## config.mk

```make
export PLATFORM = sky130hd
export DESIGN_NAME = branch_resolve_stage_flat
export DESIGN_NICKNAME = d
export VERILOG_FILES = /design/src/rtl/branch_resolve_if.sv /design/src/rtl/branch_resolve_stage.sv /design/src/flat_wrapper.sv
export SDC_FILE = /design/constraint.sdc
export NUM_CORES = 1
export LEC_CHECK = 0
export CAP_MARGIN = 20
export CELL_PAD_IN_SITES_DETAIL_PLACEMENT = 0
export CELL_PAD_IN_SITES_GLOBAL_PLACEMENT = 1
export CORE_MARGIN = 1
export CORE_UTILIZATION = 37
export CTS_BUF_LIST = sky130_fd_sc_hd__clkbuf_8
export CTS_CLUSTER_SIZE = 25
export DETAILED_ROUTE_END_ITERATION = 8
export GPL_ROUTABILITY_DRIVEN = 0
export PLACE_DENSITY_LB_ADDON = 0.05
export REMOVE_ABC_BUFFERS = 1
export SLEW_MARGIN = 30
export SYNTH_ARGS = -nofsm -noshare
export SYNTH_HDL_FRONTEND = slang
export SYNTH_SLANG_ARGS = --single-unit
export TNS_END_PERCENT = 50
```

## constraint.sdc

```tcl
create_clock -name clk -period 6.19 [get_ports clk]
set_input_delay 1.857 -clock clk [delete_from_list [all_inputs] [get_ports clk]]
set_output_delay 1.857 -clock clk [all_outputs]
set_load 0.02 [all_outputs]
```

## src/rtl/branch_resolve_if.sv

```systemverilog
// Handshake and result bundle between decode, the branch resolve stage, writeback and ifetch.
interface branch_resolve_if #(
    parameter int XLEN = 64
);
    logic            in_valid;
    logic            in_ready;
    logic [XLEN-1:0] in_pc;
    logic [31:0]     in_instr;
    logic [XLEN-1:0] in_rs1_data;
    logic [XLEN-1:0] in_rs2_data;
    logic            in_epoch;
    logic            out_valid;
    logic            out_ready;
    logic [XLEN-1:0] out_pc;
    logic [XLEN-1:0] out_next_pc;
    logic            out_taken;
    logic [XLEN-1:0] out_rd_value;
    logic            out_exc;
    logic [3:0]      out_exc_cause;
    logic            redirect_valid;
    logic [XLEN-1:0] redirect_pc;
    logic            redirect_epoch;

    modport master (
        output in_valid, in_pc, in_instr, in_rs1_data, in_rs2_data, in_epoch, out_ready,
        input  in_ready, out_valid, out_pc, out_next_pc, out_taken, out_rd_value,
               out_exc, out_exc_cause, redirect_valid, redirect_pc, redirect_epoch
    );

    modport slave (
        input  in_valid, in_pc, in_instr, in_rs1_data, in_rs2_data, in_epoch, out_ready,
        output in_ready, out_valid, out_pc, out_next_pc, out_taken, out_rd_value,
               out_exc, out_exc_cause, redirect_valid, redirect_pc, redirect_epoch
    );
endinterface

```

## src/rtl/branch_resolve_stage.sv

```systemverilog
// Resolves conditional branches, JAL and JALR; registers the result and pulses a fetch
// redirect on taken transfers, squashing wrong-path instructions via an epoch bit.
module branch_resolve_stage #(
    parameter int XLEN = 64
) (
    input  logic             clk,
    input  logic             rst,
    branch_resolve_if.slave  bus
);
    localparam logic [6:0] OP_BRANCH = 7'b1100011;
    localparam logic [6:0] OP_JAL    = 7'b1101111;
    localparam logic [6:0] OP_JALR   = 7'b1100111;

    logic            epoch;
    logic [6:0]      opcode;
    logic [2:0]      funct3;
    logic [XLEN-1:0] b_imm, j_imm, i_imm;
    logic [XLEN-1:0] pc_plus4, target, next_pc, rd_value;
    logic            taken, is_jump, illegal, misaligned, exc;
    logic [3:0]      cause;
    logic            accept, fresh, do_redirect;

    assign opcode   = bus.in_instr[6:0];
    assign funct3   = bus.in_instr[14:12];
    assign b_imm    = {{(XLEN-12){bus.in_instr[31]}}, bus.in_instr[7], bus.in_instr[30:25],
                       bus.in_instr[11:8], 1'b0};
    assign j_imm    = {{(XLEN-20){bus.in_instr[31]}}, bus.in_instr[19:12], bus.in_instr[20],
                       bus.in_instr[30:21], 1'b0};
    assign i_imm    = {{(XLEN-12){bus.in_instr[31]}}, bus.in_instr[31:20]};
    assign pc_plus4 = bus.in_pc + XLEN'(4);

    always_comb begin
        taken   = 1'b0;
        is_jump = 1'b0;
        illegal = 1'b0;
        target  = bus.in_pc + b_imm;
        unique case (opcode)
            OP_BRANCH: begin
                unique case (funct3)
                    3'b000:  taken = (bus.in_rs1_data == bus.in_rs2_data);
                    3'b001:  taken = (bus.in_rs1_data != bus.in_rs2_data);
                    3'b100:  taken = ($signed(bus.in_rs1_data) <  $signed(bus.in_rs2_data));
                    3'b101:  taken = ($signed(bus.in_rs1_data) >= $signed(bus.in_rs2_data));
                    3'b110:  taken = (bus.in_rs1_data <  bus.in_rs2_data);
                    3'b111:  taken = (bus.in_rs1_data >= bus.in_rs2_data);
                    default: illegal = 1'b1;
                endcase
            end
            OP_JAL: begin
                taken   = 1'b1;
                is_jump = 1'b1;
                target  = bus.in_pc + j_imm;
            end
            OP_JALR: begin
                taken   = 1'b1;
                is_jump = 1'b1;
                target  = (bus.in_rs1_data + i_imm) & ~XLEN'(1);
            end
            default: ;
        endcase
    end

    // A misaligned taken target reports the fault but never steers fetch.
    assign misaligned  = taken && (target[1:0] != 2'b00);
    assign exc         = illegal || misaligned;
    assign cause       = misaligned ? 4'd0 : 4'd2;
    assign next_pc     = taken ? target : pc_plus4;
    assign rd_value    = (is_jump && !misaligned) ? pc_plus4 : '0;

    assign bus.in_ready = !bus.out_valid || bus.out_ready;
    assign accept       = bus.in_valid && bus.in_ready;
    assign fresh        = accept && (bus.in_epoch == epoch);
    assign do_redirect  = fresh && taken && !misaligned;

    always_ff @(posedge clk) begin
        if (rst) begin
            epoch              <= 1'b0;
            bus.out_valid      <= 1'b0;
            bus.out_pc         <= '0;
            bus.out_next_pc    <= '0;
            bus.out_taken      <= 1'b0;
            bus.out_rd_value   <= '0;
            bus.out_exc        <= 1'b0;
            bus.out_exc_cause  <= '0;
            bus.redirect_valid <= 1'b0;
            bus.redirect_pc    <= '0;
            bus.redirect_epoch <= 1'b0;
        end else begin
            bus.redirect_valid <= 1'b0;
            if (bus.out_ready)
                bus.out_valid <= 1'b0;
            if (fresh) begin
                bus.out_valid     <= 1'b1;
                bus.out_pc        <= bus.in_pc;
                bus.out_next_pc   <= next_pc;
                bus.out_taken     <= taken;
                bus.out_rd_value  <= rd_value;
                bus.out_exc       <= exc;
                bus.out_exc_cause <= exc ? cause : 4'd0;
            end
            if (do_redirect) begin
                bus.redirect_valid <= 1'b1;
                bus.redirect_pc    <= target;
                bus.redirect_epoch <= ~epoch;
                epoch              <= ~epoch;
            end
        end
    end
endmodule

```

## src/flat_wrapper.sv

```systemverilog
// flat-port wrapper written by rule: the top's interface ports become plain ports
module branch_resolve_stage_flat 
#(
    parameter int XLEN = 64
)
  (clk, rst, bus_in_valid, bus_in_pc, bus_in_instr, bus_in_rs1_data, bus_in_rs2_data, bus_in_epoch, bus_out_ready, bus_in_ready, bus_out_valid, bus_out_pc, bus_out_next_pc, bus_out_taken, bus_out_rd_value, bus_out_exc, bus_out_exc_cause, bus_redirect_valid, bus_redirect_pc, bus_redirect_epoch);
  branch_resolve_if #(.XLEN(XLEN)) bus_i ();
  input  logic clk;
  input  logic rst;
  input wire logic [$bits(bus_i.in_valid)-1:0] bus_in_valid;
  input wire logic [$bits(bus_i.in_pc)-1:0] bus_in_pc;
  input wire logic [$bits(bus_i.in_instr)-1:0] bus_in_instr;
  input wire logic [$bits(bus_i.in_rs1_data)-1:0] bus_in_rs1_data;
  input wire logic [$bits(bus_i.in_rs2_data)-1:0] bus_in_rs2_data;
  input wire logic [$bits(bus_i.in_epoch)-1:0] bus_in_epoch;
  input wire logic [$bits(bus_i.out_ready)-1:0] bus_out_ready;
  output wire logic [$bits(bus_i.in_ready)-1:0] bus_in_ready;
  output wire logic [$bits(bus_i.out_valid)-1:0] bus_out_valid;
  output wire logic [$bits(bus_i.out_pc)-1:0] bus_out_pc;
  output wire logic [$bits(bus_i.out_next_pc)-1:0] bus_out_next_pc;
  output wire logic [$bits(bus_i.out_taken)-1:0] bus_out_taken;
  output wire logic [$bits(bus_i.out_rd_value)-1:0] bus_out_rd_value;
  output wire logic [$bits(bus_i.out_exc)-1:0] bus_out_exc;
  output wire logic [$bits(bus_i.out_exc_cause)-1:0] bus_out_exc_cause;
  output wire logic [$bits(bus_i.redirect_valid)-1:0] bus_redirect_valid;
  output wire logic [$bits(bus_i.redirect_pc)-1:0] bus_redirect_pc;
  output wire logic [$bits(bus_i.redirect_epoch)-1:0] bus_redirect_epoch;
  assign bus_i.in_valid = bus_in_valid;
  assign bus_i.in_pc = bus_in_pc;
  assign bus_i.in_instr = bus_in_instr;
  assign bus_i.in_rs1_data = bus_in_rs1_data;
  assign bus_i.in_rs2_data = bus_in_rs2_data;
  assign bus_i.in_epoch = bus_in_epoch;
  assign bus_i.out_ready = bus_out_ready;
  assign bus_in_ready = bus_i.in_ready;
  assign bus_out_valid = bus_i.out_valid;
  assign bus_out_pc = bus_i.out_pc;
  assign bus_out_next_pc = bus_i.out_next_pc;
  assign bus_out_taken = bus_i.out_taken;
  assign bus_out_rd_value = bus_i.out_rd_value;
  assign bus_out_exc = bus_i.out_exc;
  assign bus_out_exc_cause = bus_i.out_exc_cause;
  assign bus_redirect_valid = bus_i.redirect_valid;
  assign bus_redirect_pc = bus_i.redirect_pc;
  assign bus_redirect_epoch = bus_i.redirect_epoch;
  branch_resolve_stage #(.XLEN(XLEN)) u_core (.clk(clk), .rst(rst), .bus(bus_i));
endmodule
```

======== Yosys cells after proc, flatten, opt, wreduce, memory -nomap -nowiden ========
Index checks and enable logic that the tools add are counted.
storage, ports and cells
  input bits .............................. 229
  bits in registers ....................... 265
  word-level logic and storage cells ...... 58
cells by class
  reductions and logical operators ........ 15
  add/subtract/negate cells ............... 4
  $lt $le $gt $ge ......................... 4
  mux-type cells .......................... 13
  equal/unequal tests ..................... 11
  bitwise operators ....................... 1
operator list
  kind                     count
  $add A64 B64 Y64         3
  $ge A64 B64 Y1           2
  $lt A64 B64 Y1           2
  $mux W64                 2
  $pmux W64 S2             1
  $add A64 B3 Y64 const B  1
  $eq A64 B64 Y1           1
  $ne A64 B64 Y1           1
  $eq A7 B7 Y1 const B     3
  $eq A3 B3 Y1 const B     4
  $logic_and A1 B1 Y1      6
  $mux W1                  6
  $pmux W1 S6              1
  $reduce_or A6 Y1         1
  $mux W4                  1
  $reduce_bool A2 Y1       2
  $eq A3 B1 Y1 const B     1
  $logic_not A3 Y1         1
  $logic_not A1 Y1         2
  $logic_or A1 B1 Y1       2
  $mux W2                  1
  $pmux W1 S2              1
  $reduce_or A2 Y1         1
  $eq A1 B1 Y1             1
  $not A1 Y1               1

======== Depth between registers and ports, before layout ========
Gate-level depths: netlist (run 1).
  depth after elaboration ................. 7
  mapped depth ............................ 20
  depth with buffers taken out ............ 17

======== Worst setup path after synthesis (run 1) ========
Ideal clock, no wire load.
  kind .................................... input -> register
  start point ............................. input port bus_in_instr[1]
  end point ............................... register u_core.bus.redirect_pc[48] in the netlist's numbering
  data required time ...................... 6104 ps
  stages on the path ...................... 17
  path slack .............................. 336 ps
  path buffers ............................ 2
  arrival time ............................ 5769 ps
  path through ............................ nand2_1 -> nor4_2 -> and2_0 -> clkbuf_1 -> clkbuf_1 -> mux2_2 -> ha_1 -> a211oi_1 -> o31ai_1 -> o2111ai_1 -> a21o_1 -> o21ai_0 -> a41oi_1 -> o21ai_0 -> xor2_1 -> mux2i_1 -> a211oi_1
on the way
  word-level cells in the longest chain between the ends .. 6
ends and longest elaborated chain
  item                                                                      line                                                    RTL
  from (decl)                                                               flat_wrapper.sv:12                                      input wire logic [$bits(bus_i.in_instr)-1:0] bus_in_instr;
  $eq A7 B7 Y1                                                              branch_resolve_stage.sv:37                              unique case (opcode)
  $reduce_or A2 Y1 (no source line) / $pmux W64 S2 (equally long branches)  n/a
  $pmux W1 S2 / $reduce_bool A2 Y1 (equally long branches)                  branch_resolve_stage.sv:37, branch_resolve_stage.sv:64
  $logic_and A1 B1 Y1                                                       branch_resolve_stage.sv:64                              assign misaligned = taken && (target[1:0] != 2'b00);
  $logic_not A1 Y1                                                          branch_resolve_stage.sv:73                              assign do_redirect = fresh && taken && !misaligned;
  $logic_and A1 B1 Y1                                                       branch_resolve_stage.sv:73
  to (signal assigned)                                                      branch_resolve_stage.sv:103                             bus.redirect_pc <= target;
  to (decl)                                                                 branch_resolve_if.sv:33                                 out_exc, out_exc_cause, redirect_valid, redirect_pc, redirect_epoch
Parallel ways exist; a longest one is shown, timed or not.
A chain may end at the register's enable or synchronous reset.

======== Worst setup path in the final report (run 1) ========
  start point ............................. input port bus_in_instr[1]
  end point ............................... register u_core.bus.out_next_pc[57]
on the way
  word-level cells in the longest chain between the ends .. 4
ends and longest elaborated chain
  item                               line                        RTL
  $eq A7 B7 Y1                       branch_resolve_stage.sv:37
  $reduce_or A2 Y1 (no source line)  n/a
  $pmux W1 S2                        branch_resolve_stage.sv:37
  $mux W64 (*)                       branch_resolve_stage.sv:67  assign next_pc = taken ? target : pc_plus4;
  to (signal assigned)               branch_resolve_stage.sv:95  bus.out_next_pc <= next_pc;
  to (decl)                          branch_resolve_if.sv:32     output in_ready, out_valid, out_pc, out_next_pc, out_taken, out_rd_value,
Every way passes the cells marked *; elsewhere a longest branch is shown, timed or not.

==> flow_metrics.py, run 1 <==
metrics = {
    "cts": {
        "clk_pin_slew_ns": 0.06,
        "cts.root.buffer_cell": "clkbuf_8",
        "cts_sinks": 262,
        "cts_setup_buffers": 0,
        "cts_buffers": 50,
        "clockBufferDepth": 3,
        "cts_tree": "built",
        "htree_levels": 2,
        "clock_latency_ns": 0.63,
        "cts_resized": 0,
        "holdBufCountCts": 0,
    },
    "critical_path": {
        "critical_path_class": "in2reg",
        "start_kind": "input port",
        "ff2ff_path_depth": 5,
        "rr_endpoint": "u_core.bus.out_next_pc[31]",
        "rrSetupSlack_ns": 3.63,
        "r2r-start": "u_core.epoch",
        "cp_slowest_cell": "clkdlybuf4s50_1",
        "critPathMostFrequentCell": "buf_4",
        "cp-end-kind": "flop",
        "worst_ep_arrival_time_ns": 6.42,
        "worstPathMaxFanout": 7,
        "path_cells": "clkdlybuf4s50_1 -> nand2_1 -> nor4_2 -> and2_0 -> buf_4 -> mux2_2 -> ha_1 -> fa_1 -> a21oi_1 -> o211ai_1 -> nand3_1 -> a21oi_1 -> buf_4 -> nor2_1 -> o31ai_1 -> buf_4 -> a41oi_1 -> xor2_1 -> nor2_1 -> a31oi_1 -> o211ai_1",
        "max_stage_delay_ns": 0.46,
        "cp.required_ns": 6.70,
    },
    "floorplanning": {
        "io_pins": 495,
        "rows": 85,
        "fp.dieW_um": 236.6,
        "die_h_um": 236.6,
        "fp.dieArea_sq_mm": 0.05598,
        "design.core.area_sq_mm": 0.05413,
        "start_util_pct": 37.62,
    },
    "routing": {
        "drt-pass1-iter-count": 8,
        "wl_per_cell_um": 21.76,
        "drtAntennaViolNets": 0,
        "drc": 0,
        "avgViaCountPerCell": 5.682,
        "drt_iter0_drc": 1592,
        "finalWirelength_um": 87060,
        "vias": 22740,
    },
    "synthesis": {
        "ys_top_cells_by_area": "dfxtp_1, ha_1, a21oi_1, nand2_1, nor2_1",
        "synth.most_common_cell": "nand2_1",
        "synth_top_area_cell": "dfxtp_1",
        "synth_common_cells": "nand2_1, a21oi_1, nor2_1",
        "synth_enable_flop_cells": 0,
        "synthArstFlopShare_pct": 0,
        "synth_flop_cell": "dfxtp_1",
        "syn_area_sq_mm": 0.02036,
        "ys_ff_latch": 262,
        "syn_inst": 2753,
        "postSynthAreaPerCell_sq_um": 7.397,
        "synth.distinct_cells": 76,
        "yosysWarnings": 0,
        "synth.top_cell.area_share_pct": 25.76,
        "yosysSeqAreaShare_pct": 25.76,
    },
    "finish": {
        "multiInputGateArea_sq_mm": 0.01409,
        "area_growth_pct": 36.18,
        "fill_cells": 5320,
        "nNetsFinal": 3681,
        "regArea_sq_mm": 0.005245,
        "fin_cells": 4002,
        "drive_gt1_share_pct": 7.571,
    },
    "sta": {
        "relSlewSlack_pct": 41.55,
        "rsz0062_at_grt": "yes",
        "timing.fmax_ghz": 0.1693,
        "setup_violations": 0,
        "whs_ns": 0.4509,
        "fin_skew_ns": 0.02001,
        "period_minus_slack_ns": 5.908,
        "slew_violations": 0,
        "fin_crit_sh_pct": 95.45,
        "worst_pin_slew_ns": 0.8705,
        "hold_viol": 0,
    },
    "outcome": {
        "status": "finished clean",
    },
    "global_routing": {
        "grt_use_total_pct": 30.11,
        "grt_antenna_before_repair": 3,
        "grt_pass1_wl_um": 131700,
        "grt_overflow_total": 0,
        "grt_pass1_vias": 22430,
        "grt_max_degree": 97,
    },
    "run": {
        "cap_violations": 0,
    },
    "pwr": {
        "irDropWorstVdd_v": 0.0001615,
        "power_density_mw_per_mm2": 193.7,
        "power_w": 0.005370,
        "p_leak_nw": 11.10,
    },
    "placement": {
        "dpl.hpwl_um": 67510,
        "io_buffers": 491,
        "dp_cells": 3905,
    },
    "worst_hold_path": {
        "min_from": "u_core.bus.out_pc[57]",
        "hold_path_depth": 2,
        "hold_class": "reg2reg",
        "whs_endpoint": "u_core.bus.out_pc[57]",
    },
}
per-stage QoR:
| step | setup slack, ns | instance area [sq um] | util, % | setup TNS (ns) |
|---|---|---|---|---|
| 2_1_floorplan | -4.462 | 19650 | - | -663.53 |
| 4_1_cts | 0.3453 | 27710 | 51.19 | 0 |
| 3_3_place_gp | -0.1794 | 26610 | 49.16 | -2.905 |
| 3_5_place_dp | -0.2857 | 26610 | 49.16 | -6.016 |
| 6_report | 0.2816 | 27730 | 51.23 | 0 |
| 5_1_grt | -0.006194 | 27730 | 51.22 | -0.006194 |
worst max-delay path by stage:
stage               startpoint                    endpoint  slack (ns)  cells past startpoint
2_1_floorplan    bus_out_ready  u_core.bus.redirect_pc[62]       -4.46                      6
3_3_place_gp   bus_in_instr[2]  u_core.bus.out_next_pc[57]       -0.18                     21
3_5_place_dp   bus_in_instr[2]  u_core.bus.out_next_pc[57]       -0.29                     21
4_1_cts        bus_in_instr[2]  u_core.bus.out_next_pc[57]        0.35                     21
5_1_grt        bus_in_instr[0]  u_core.bus.out_next_pc[63]      -0.006                     21
6_report       bus_in_instr[1]  u_core.bus.out_next_pc[57]        0.28                     21
routing by layer:
metal | GRT usage [%] | vias up | routed length, um
met1 | 37.09 | 10870 | 36730
met5 | 0 | - | 13
met4 | 9.858 | 2 | 2665
li1 | - | 10940 | -
met3 | 4.138 | 156 | 4733
met2 | 53.63 | 769 | 42930
cell type report:
| type | instances | share of cell area [%] |
|---|---|---|
| tap | 696 | 3.140 |
| clock inverter | 24 | 0.5324 |
| inverter | 109 | 1.475 |
| antenna | 4 | 0.03610 |
| clock buffer | 69 | 3.425 |
| sequential | 262 | 18.91 |
| timing repair buffer | 620 | 21.68 |
| multi-input combinational | 2218 | 50.80 |
cells in the final DEF, fill, tap and decap left out, types with 6 or more instances in the layout:
master | Yosys | layout
a211oi_1 | 32 | 32
a21o_1 | 72 | 72
a21oi_1 | 285 | 285
a22oi_1 | 41 | 41
a31oi_1 | 32 | 31
a41oi_1 | 7 | 7
and2_1 | 14 | 14
and3_1 | 29 | 28
and4_1 | 6 | 6
buf_12 | 0 | 10
buf_4 | 6 | 119
clkbuf_8 | 0 | 69
clkdlybuf4s50_1 | 0 | 489
dfxtp_1 | 262 | 262
ha_1 | 189 | 189
inv_1 | 109 | 121
mux2i_1 | 23 | 23
nand2_1 | 333 | 333
nand2b_1 | 15 | 14
nand3_1 | 154 | 153
nand4_1 | 62 | 62
nor2_1 | 271 | 269
nor2b_1 | 16 | 15
nor3_1 | 92 | 91
nor4_1 | 17 | 17
o211ai_1 | 35 | 35
o21a_1 | 25 | 25
o21ai_0 | 104 | 104
o21bai_1 | 20 | 20
o221ai_1 | 6 | 6
o311ai_0 | 6 | 6
o311ai_1 | 21 | 21
o31ai_1 | 21 | 21
or3_1 | 14 | 14
xnor2_1 | 101 | 101
xor2_1 | 81 | 81
worst max-delay path: cells and delay by family:
kind	cells	cell delay [ns]
AO/OA/AOI/OAI	7	1.33
XOR/XNOR	1	0.19
adder cells (fa/ha/maj)	2	0.60
buffers and inverters	4	0.98
multiplexers	1	0.34
AND/OR/NAND/NOR	6	1.11
power breakdown:
group | total, W | internal [W] | switching (W)
Combinational | 0.00175 | 0.000732 | 0.00102
Clock | 0.00186 | 0.00104 | 0.000824
Sequential | 0.00176 | 0.00173 | 0.0000245
Total | 0.00537 | 0.00350 | 0.00187
logic make-up (layout without fill, tap and decap cells):
kind of cell	Yosys count	count (layout)	share of synthesized area, %
simple gates	1043	1043	23.42
compound gates	771	771	24.23
buf+inv	275	822	5.536
flops	262	262	25.76
fa+ha+maj	191	191	11.81
xor+xnor	182	182	7.828
mux	28	28	1.407
other cells	1	7	0.01842
sequential cells by signal, summed over array words and instances, names as in the netlist:
name / cells
u_core.bus.redirect_valid: 1
u_core.bus.out_next_pc: 64
u_core.bus.out_taken: 1
u_core.epoch: 1
u_core.bus.out_pc: 64
u_core.bus.out_valid: 1
u_core.bus.redirect_pc: 64
u_core.bus.out_exc_cause: 1
u_core.bus.out_rd_value: 64
u_core.bus.out_exc: 1
(Power assumes the default switching activity.)
==> run 2, diff against run 1 <==
SKIP_CTS_REPAIR_TIMING = 1   (was not set)
==> results of run 2 <==
Final layout, timing and power as in run 1 (identical DEF).
